[config.mk]
export PLATFORM = sky130hd
export DESIGN_NAME = delay_arbiter
export DESIGN_NICKNAME = d
export VERILOG_FILES = /design/src/rtl/delay_arbiter.sv
export SDC_FILE = /design/constraint.sdc
export NUM_CORES = 1
export LEC_CHECK = 0
export CAP_MARGIN = 20
export CELL_PAD_IN_SITES_DETAIL_PLACEMENT = 1
export CELL_PAD_IN_SITES_GLOBAL_PLACEMENT = 1
export CORE_UTILIZATION = 37
export CTS_BUF_LIST = sky130_fd_sc_hd__clkbuf_8
export CTS_CLUSTER_SIZE = 28
export DETAILED_ROUTE_END_ITERATION = 6
export PLACE_DENSITY = 0.8
export SLEW_MARGIN = 20
export SYNTH_ARGS = -nofsm -noshare
export SYNTH_HDL_FRONTEND = slang
export SYNTH_SLANG_ARGS = --single-unit
export TNS_END_PERCENT = 30
[constraint.sdc]
create_clock -name mclk -period 3 [get_ports mclk]
set_input_delay 0.9 -clock mclk [delete_from_list [all_inputs] [get_ports mclk]]
set_output_delay 0.9 -clock mclk [all_outputs]
set_load 0.01 [all_outputs]
[src/rtl/delay_arbiter.sv]
// delay_arbiter: one prescaled delay timer shared by NREQ requesters.
// Round-robin grant by default; DELAY_ARB_FIXED_PRIO_EN selects fixed priority.
module delay_arbiter #(
   parameter int NREQ     = 4,
   parameter int CNT_WDTH = 30,
   parameter int PRESCALE = 100
) (
   input  logic                     mclk,
   input  logic                     rst,
   input  logic [NREQ-1:0]          req,
   input  logic [NREQ*CNT_WDTH-1:0] dly,
   output logic [NREQ-1:0]          gnt,
   output logic [NREQ-1:0]          done,
   output logic                     busy,
   output logic                     tick
);

   localparam int IW = (NREQ > 1) ? $clog2(NREQ) : 1;

   typedef enum logic [1:0] {
      S_IDLE,
      S_COUNT,
      S_DONE
   } state_t;

   state_t                state;
   state_t                state_n;
   logic [NREQ-1:0]       gnt_n;
   logic [NREQ-1:0]       done_n;
   logic                  busy_n;
   logic                  tick_n;
   logic [CNT_WDTH-1:0]   pre;
   logic [CNT_WDTH-1:0]   pre_n;
   logic [CNT_WDTH-1:0]   rem;
   logic [CNT_WDTH-1:0]   rem_n;
   logic [IW-1:0]         cur;
   logic [IW-1:0]         cur_n;
   logic [IW-1:0]         base;
   logic [IW-1:0]         win;
   logic                  found;
   logic                  rel;
   logic                  wrap;

`ifndef DELAY_ARB_FIXED_PRIO_EN
   logic [IW-1:0]         ptr;
   logic [IW-1:0]         nxt;

   assign base = ptr;
   assign nxt  = (cur == IW'(NREQ - 1)) ? '0 : cur + 1'b1;

   // Rotate the search start past the requester whose job just ended.
   always_ff @(posedge mclk or negedge rst) begin
      if (!rst) begin
         ptr <= '0;
      end else if (rel) begin
         ptr <= nxt;
      end
   end
`else
   assign base = '0;
`endif

   assign wrap = (pre == CNT_WDTH'(PRESCALE));

   // Pick the first set request at or above base, wrapping modulo NREQ.
   always_comb begin
      int            s;
      logic [IW-1:0] idx;
      s     = 0;
      idx   = '0;
      found = 1'b0;
      win   = '0;
      for (int k = NREQ - 1; k >= 0; k--) begin
         s = int'(base) + k;
         if (s >= NREQ) begin
            s = s - NREQ;
         end
         idx = IW'(s);
         if (req[idx]) begin
            found = 1'b1;
            win   = idx;
         end
      end
   end

   // Next-state and next-output logic; all outputs leave as registers.
   always_comb begin
      state_n = state;
      gnt_n   = gnt;
      done_n  = '0;
      busy_n  = busy;
      tick_n  = 1'b0;
      pre_n   = pre;
      rem_n   = rem;
      cur_n   = cur;
      rel     = 1'b0;
      unique case (state)
         S_IDLE: begin
            if (found) begin
               gnt_n      = '0;
               gnt_n[win] = 1'b1;
               busy_n     = 1'b1;
               cur_n      = win;
               pre_n      = '0;
               rem_n      = dly[win*CNT_WDTH +: CNT_WDTH];
               if (rem_n == '0) begin
                  state_n     = S_DONE;
                  done_n[win] = 1'b1;
               end else begin
                  state_n = S_COUNT;
               end
            end
         end
         S_COUNT: begin
            if (!req[cur]) begin
               // Withdrawal beats a coincident final tick.
               state_n = S_IDLE;
               gnt_n   = '0;
               busy_n  = 1'b0;
               pre_n   = '0;
               rel     = 1'b1;
            end else if (wrap) begin
               pre_n  = '0;
               rem_n  = rem - 1'b1;
               tick_n = 1'b1;
               if (rem == CNT_WDTH'(1)) begin
                  state_n     = S_DONE;
                  done_n[cur] = 1'b1;
               end
            end else begin
               pre_n = pre + 1'b1;
            end
         end
         S_DONE: begin
            state_n = S_IDLE;
            gnt_n   = '0;
            busy_n  = 1'b0;
            rel     = 1'b1;
         end
         default: begin
            state_n = S_IDLE;
            gnt_n   = '0;
            busy_n  = 1'b0;
         end
      endcase
   end

   // State, counters and registered outputs.
   always_ff @(posedge mclk or negedge rst) begin
      if (!rst) begin
         state <= S_IDLE;
         gnt   <= '0;
         done  <= '0;
         busy  <= 1'b0;
         tick  <= 1'b0;
         pre   <= '0;
         rem   <= '0;
         cur   <= '0;
      end else begin
         state <= state_n;
         gnt   <= gnt_n;
         done  <= done_n;
         busy  <= busy_n;
         tick  <= tick_n;
         pre   <= pre_n;
         rem   <= rem_n;
         cur   <= cur_n;
      end
   end

endmodule

==> run_results.csv <==
group,metric,value,unit
status,status,"finished, violations left",
status,failed_checks,"setup timing",
routing,vias,6128,
global_routing,grt_pass1_wl,35.8,mm
floorplan,die_h,122,um
floorplan,die_width,122,um
timing,tightest_slew,0.723,ns
clocking,clockBufferDepth,2,
synth,syn_inst,647,
power,p_int,3.93,mW
final_layout,drive_gt1_share,21.9,%
routing,drc,0,
power,totalPowerFinal,6.89,mW
final_layout,final_nets,1018,
timing,clock_skew,0.00946,ns
critical_path,crit_required,3.29,ns
final_layout,antenna_cells,0,
power,p_leak,3.54,nW
clocking,worst_skew_pair.late_latency,0.36,ns
global_routing,grt_max_degree,79,
routing,first_iter_violations,300,
floorplan,die-area,0.0149,mm^2
critical_path,cp_max_fo,7,
power,p_switching,2.97,mW
critical_path,crit_chain,"buf_6 > nand2b_4 > a211o_4 > buf_12 > and2_4 > a21oi_2 > a22o_1 > nand4_1 > or4_4 > nor4_4 > a32o_2",
clocking,htree_num_levels,3,
global_routing,antenna_found_initial,0,
final_layout,final_common_cell,"clkdlybuf4s50_1",
synth,seq_area_frac_synth,35.6,%
synth,synth-main-ff-cell,"dfrtp_1",
hold_path,hold_class,"reg -> reg",
placed_design,routabilityCongestion,0.878,
synth,synth_top_area_share,35.6,%
routing,wl_per_cell,21.0,um
power,pwr-share-clk,13.5,%
floorplan,core,0.0140,mm^2
global_routing,grt_usage,31.6,%
final_layout,area_delta_synth_final,52.2,%
power,max-vdd-ir-drop,477,uV
floorplan,top_level_ports,136,
routing,wirelength,22.4,mm
critical_path,start_kind,"input pin",
power,swShare,43.0,%
critical_path,endpoint_kind,"register",
critical_path,slowest_stage,"or4_4",
final_layout,utilization,58.2,%
global_routing,grt_pass1_vias,6813,
timing,relSlewSlack,51.8,%
final_layout,final_cell_mix,"clkdlybuf4s50_1 (130), buf_4 (113), nand2_1 (89), dfrtp_1 (76), a21oi_1 (54)",
routing,routed_via_density,5.75,
routing,drtAntennaViolNets,0,
timing,max_freq,309,MHz
synth,ys_top_cells_by_area,"dfrtp_1 (36%), nand2_1 (6.4%), a21oi_1 (5.5%)",
synth,syn_area,0.00535,mm^2
power,pwr-share-comb,62.9,%
synth,synth-seq-cells,76,
floorplan,start_util,38.2,%
critical_path,crit_type,"in -> reg",
critical_path,worstPathArrival,3.53,ns
clocking,ctsHoldBuffers,0,
timing,hold_violations,0,
synth,synth_area_per_cell,8.26,um^2
placed_design,dp.final_hpwl,15.9,mm
floorplan,num_rows,43,
synth,synth-edff-count,0,
critical_path,max_stage_delay,0.59,ns
placed_design,io_buffer_count,135,
final_layout,multiInputGateArea,0.00334,mm^2
timing,finalCriticalPeriod,3.24,ns
job,cap_viol_max_count,0,
synth,synth_warnings,0,
clocking,root_buffer,"clkbuf_8",
routing,dr.pass1.iters,4,
power,p_seq_share,23.6,%
timing,setup-violations-final,6,
timing,fin_crit_sh,108,%
final_layout,nFillCells,1664,
synth,asyncSetResetFlopFracSynth,100,%
clocking,cts-buffers-inserted,9,
synth,syn-num-nets,784,
timing,fin_ws,-0.240,ns
global_routing,grt_overflow,0,
timing,rsz0062_at_grt,"yes",
power,power_density,847,mW/mm^2
synth,yosys.area.top_type,"dfrtp_1",
clocking,cts_tree,"yes",
final_layout,register_area,0.00190,mm^2
clocking,clock_sink_count,76,
clocking,path_clk_slew,0.08,ns
timing,slew_violations,0,
synth,netlist-cell-type-count,65,
metrics by stage:
stage               setup WS (ns)  std cells  hold slack, ns  setup TNS (ns)  cell area, um^2
floorplan                -0.00725        647           0.443         -0.0240             5380
global placement           -0.792       1021           0.461          -17.13             7560
detailed placement          -1.00       1021           0.474          -20.71             7560
CTS                       -0.0950       1063           0.499          -0.358             8110
global route               -0.304       1066           0.516           -1.55             8140
finish                     -0.240       1066           0.490           -1.13             8140
metal layers:
layer	global-route usage (%)	vias to the layer above	wire length, um
met3	7.68	61	1170
li1	-	2849	-
met2	55.5	155	11400
met5	0	-	0
met1	35.9	3063	8910
met4	14.1	0	869
path summary, 6_finish.rpt:
| kind | startpoint | endpoint | slack [ns] | depth (start not counted) |
|---|---|---|---|---|
| setup / recovery | req[3] | done[2] | -0.24 | 11 |
| hold / removal | busy | busy | 0.49 | 1 |
| setup reg to reg | base[1] | done[2] | -0.15 | 10 |
| hold reg to reg | busy | busy | 0.49 | 1 |
| max in group asynchronous | rst | done[2] | 2.09 | 2 |
| min in group asynchronous | rst | rem[21] | 0.50 | 2 |
synth_stat cells (all sizes together) (5+ instances only):
library cell	n
o22ai	6
and3	30
mux2i	16
o31ai	5
nand3	22
nand2b	8
a21o	6
clkbuf	21
nor2b	7
nand4	10
nor3	11
a211oi	18
o21ai	36
dfrtp	76
xnor2	8
nor2	52
nand2	92
inv	19
o32ai	9
a22oi	11
buf	16
or3	10
a22o	10
a32o	8
nor4	12
or2	5
ha	11
xor2	16
a21oi	60
layout make-up:
| cell class | count | share of cell area, % |
|---|---|---|
| multi-input combinational | 518 | 41.1 |
| timing repair buffer | 257 | 29.0 |
| sequential | 76 | 23.4 |
| tap | 180 | 2.77 |
| clock buffer | 12 | 2.03 |
| inverter | 19 | 0.876 |
| clock inverter | 4 | 0.861 |
sequential cells by signal, summed over array words and instances (netlist names):
register and flops:
state 2, busy 1, base 2, cur 2, done 4, pre 30, rem 30, gnt 4
tick 1
power by group through the flow:
stage / Clock (mW) / Sequential [mW] / Combinational (mW)
finish: 0.929 / 1.63 / 4.34
global route: 0.983 / 1.67 / 4.71
CTS: 0.946 / 1.62 / 4.24
detailed placement: 0 / 1.64 / 3.86
global placement: 0 / 1.60 / 3.67
floorplan: 0 / 1.56 / 2.19
worst max-delay path, delay by kind of cell:
kind                   cells  cell delay [ns]
and+or+nand+nor            5             1.42
AOI/OAI and AO/OA          4             0.96
buffers and inverters      2             0.24
cells by family after synthesis:
family / Yosys count / synth area share (%)
compound gates: 187 / 23.0
xor+xnor: 24 / 3.93
fa+ha+maj: 11 / 2.57
buf+inv: 56 / 4.91
flops: 76 / 35.6
mux: 18 / 3.63
simple gates: 275 / 26.4
timing repair:
| action | 4_1_cts | 5_1_grt |
|---|---|---|
| resized for setup | 43 | 3 |
| endpoints found under the setup margin | 16 | 8 |
| cloned | 4 | 0 |
| setup buffers | 23 | 3 |
| pin swaps | 17 | 11 |
No activity file was read; power rests on OpenSTA's default activity.
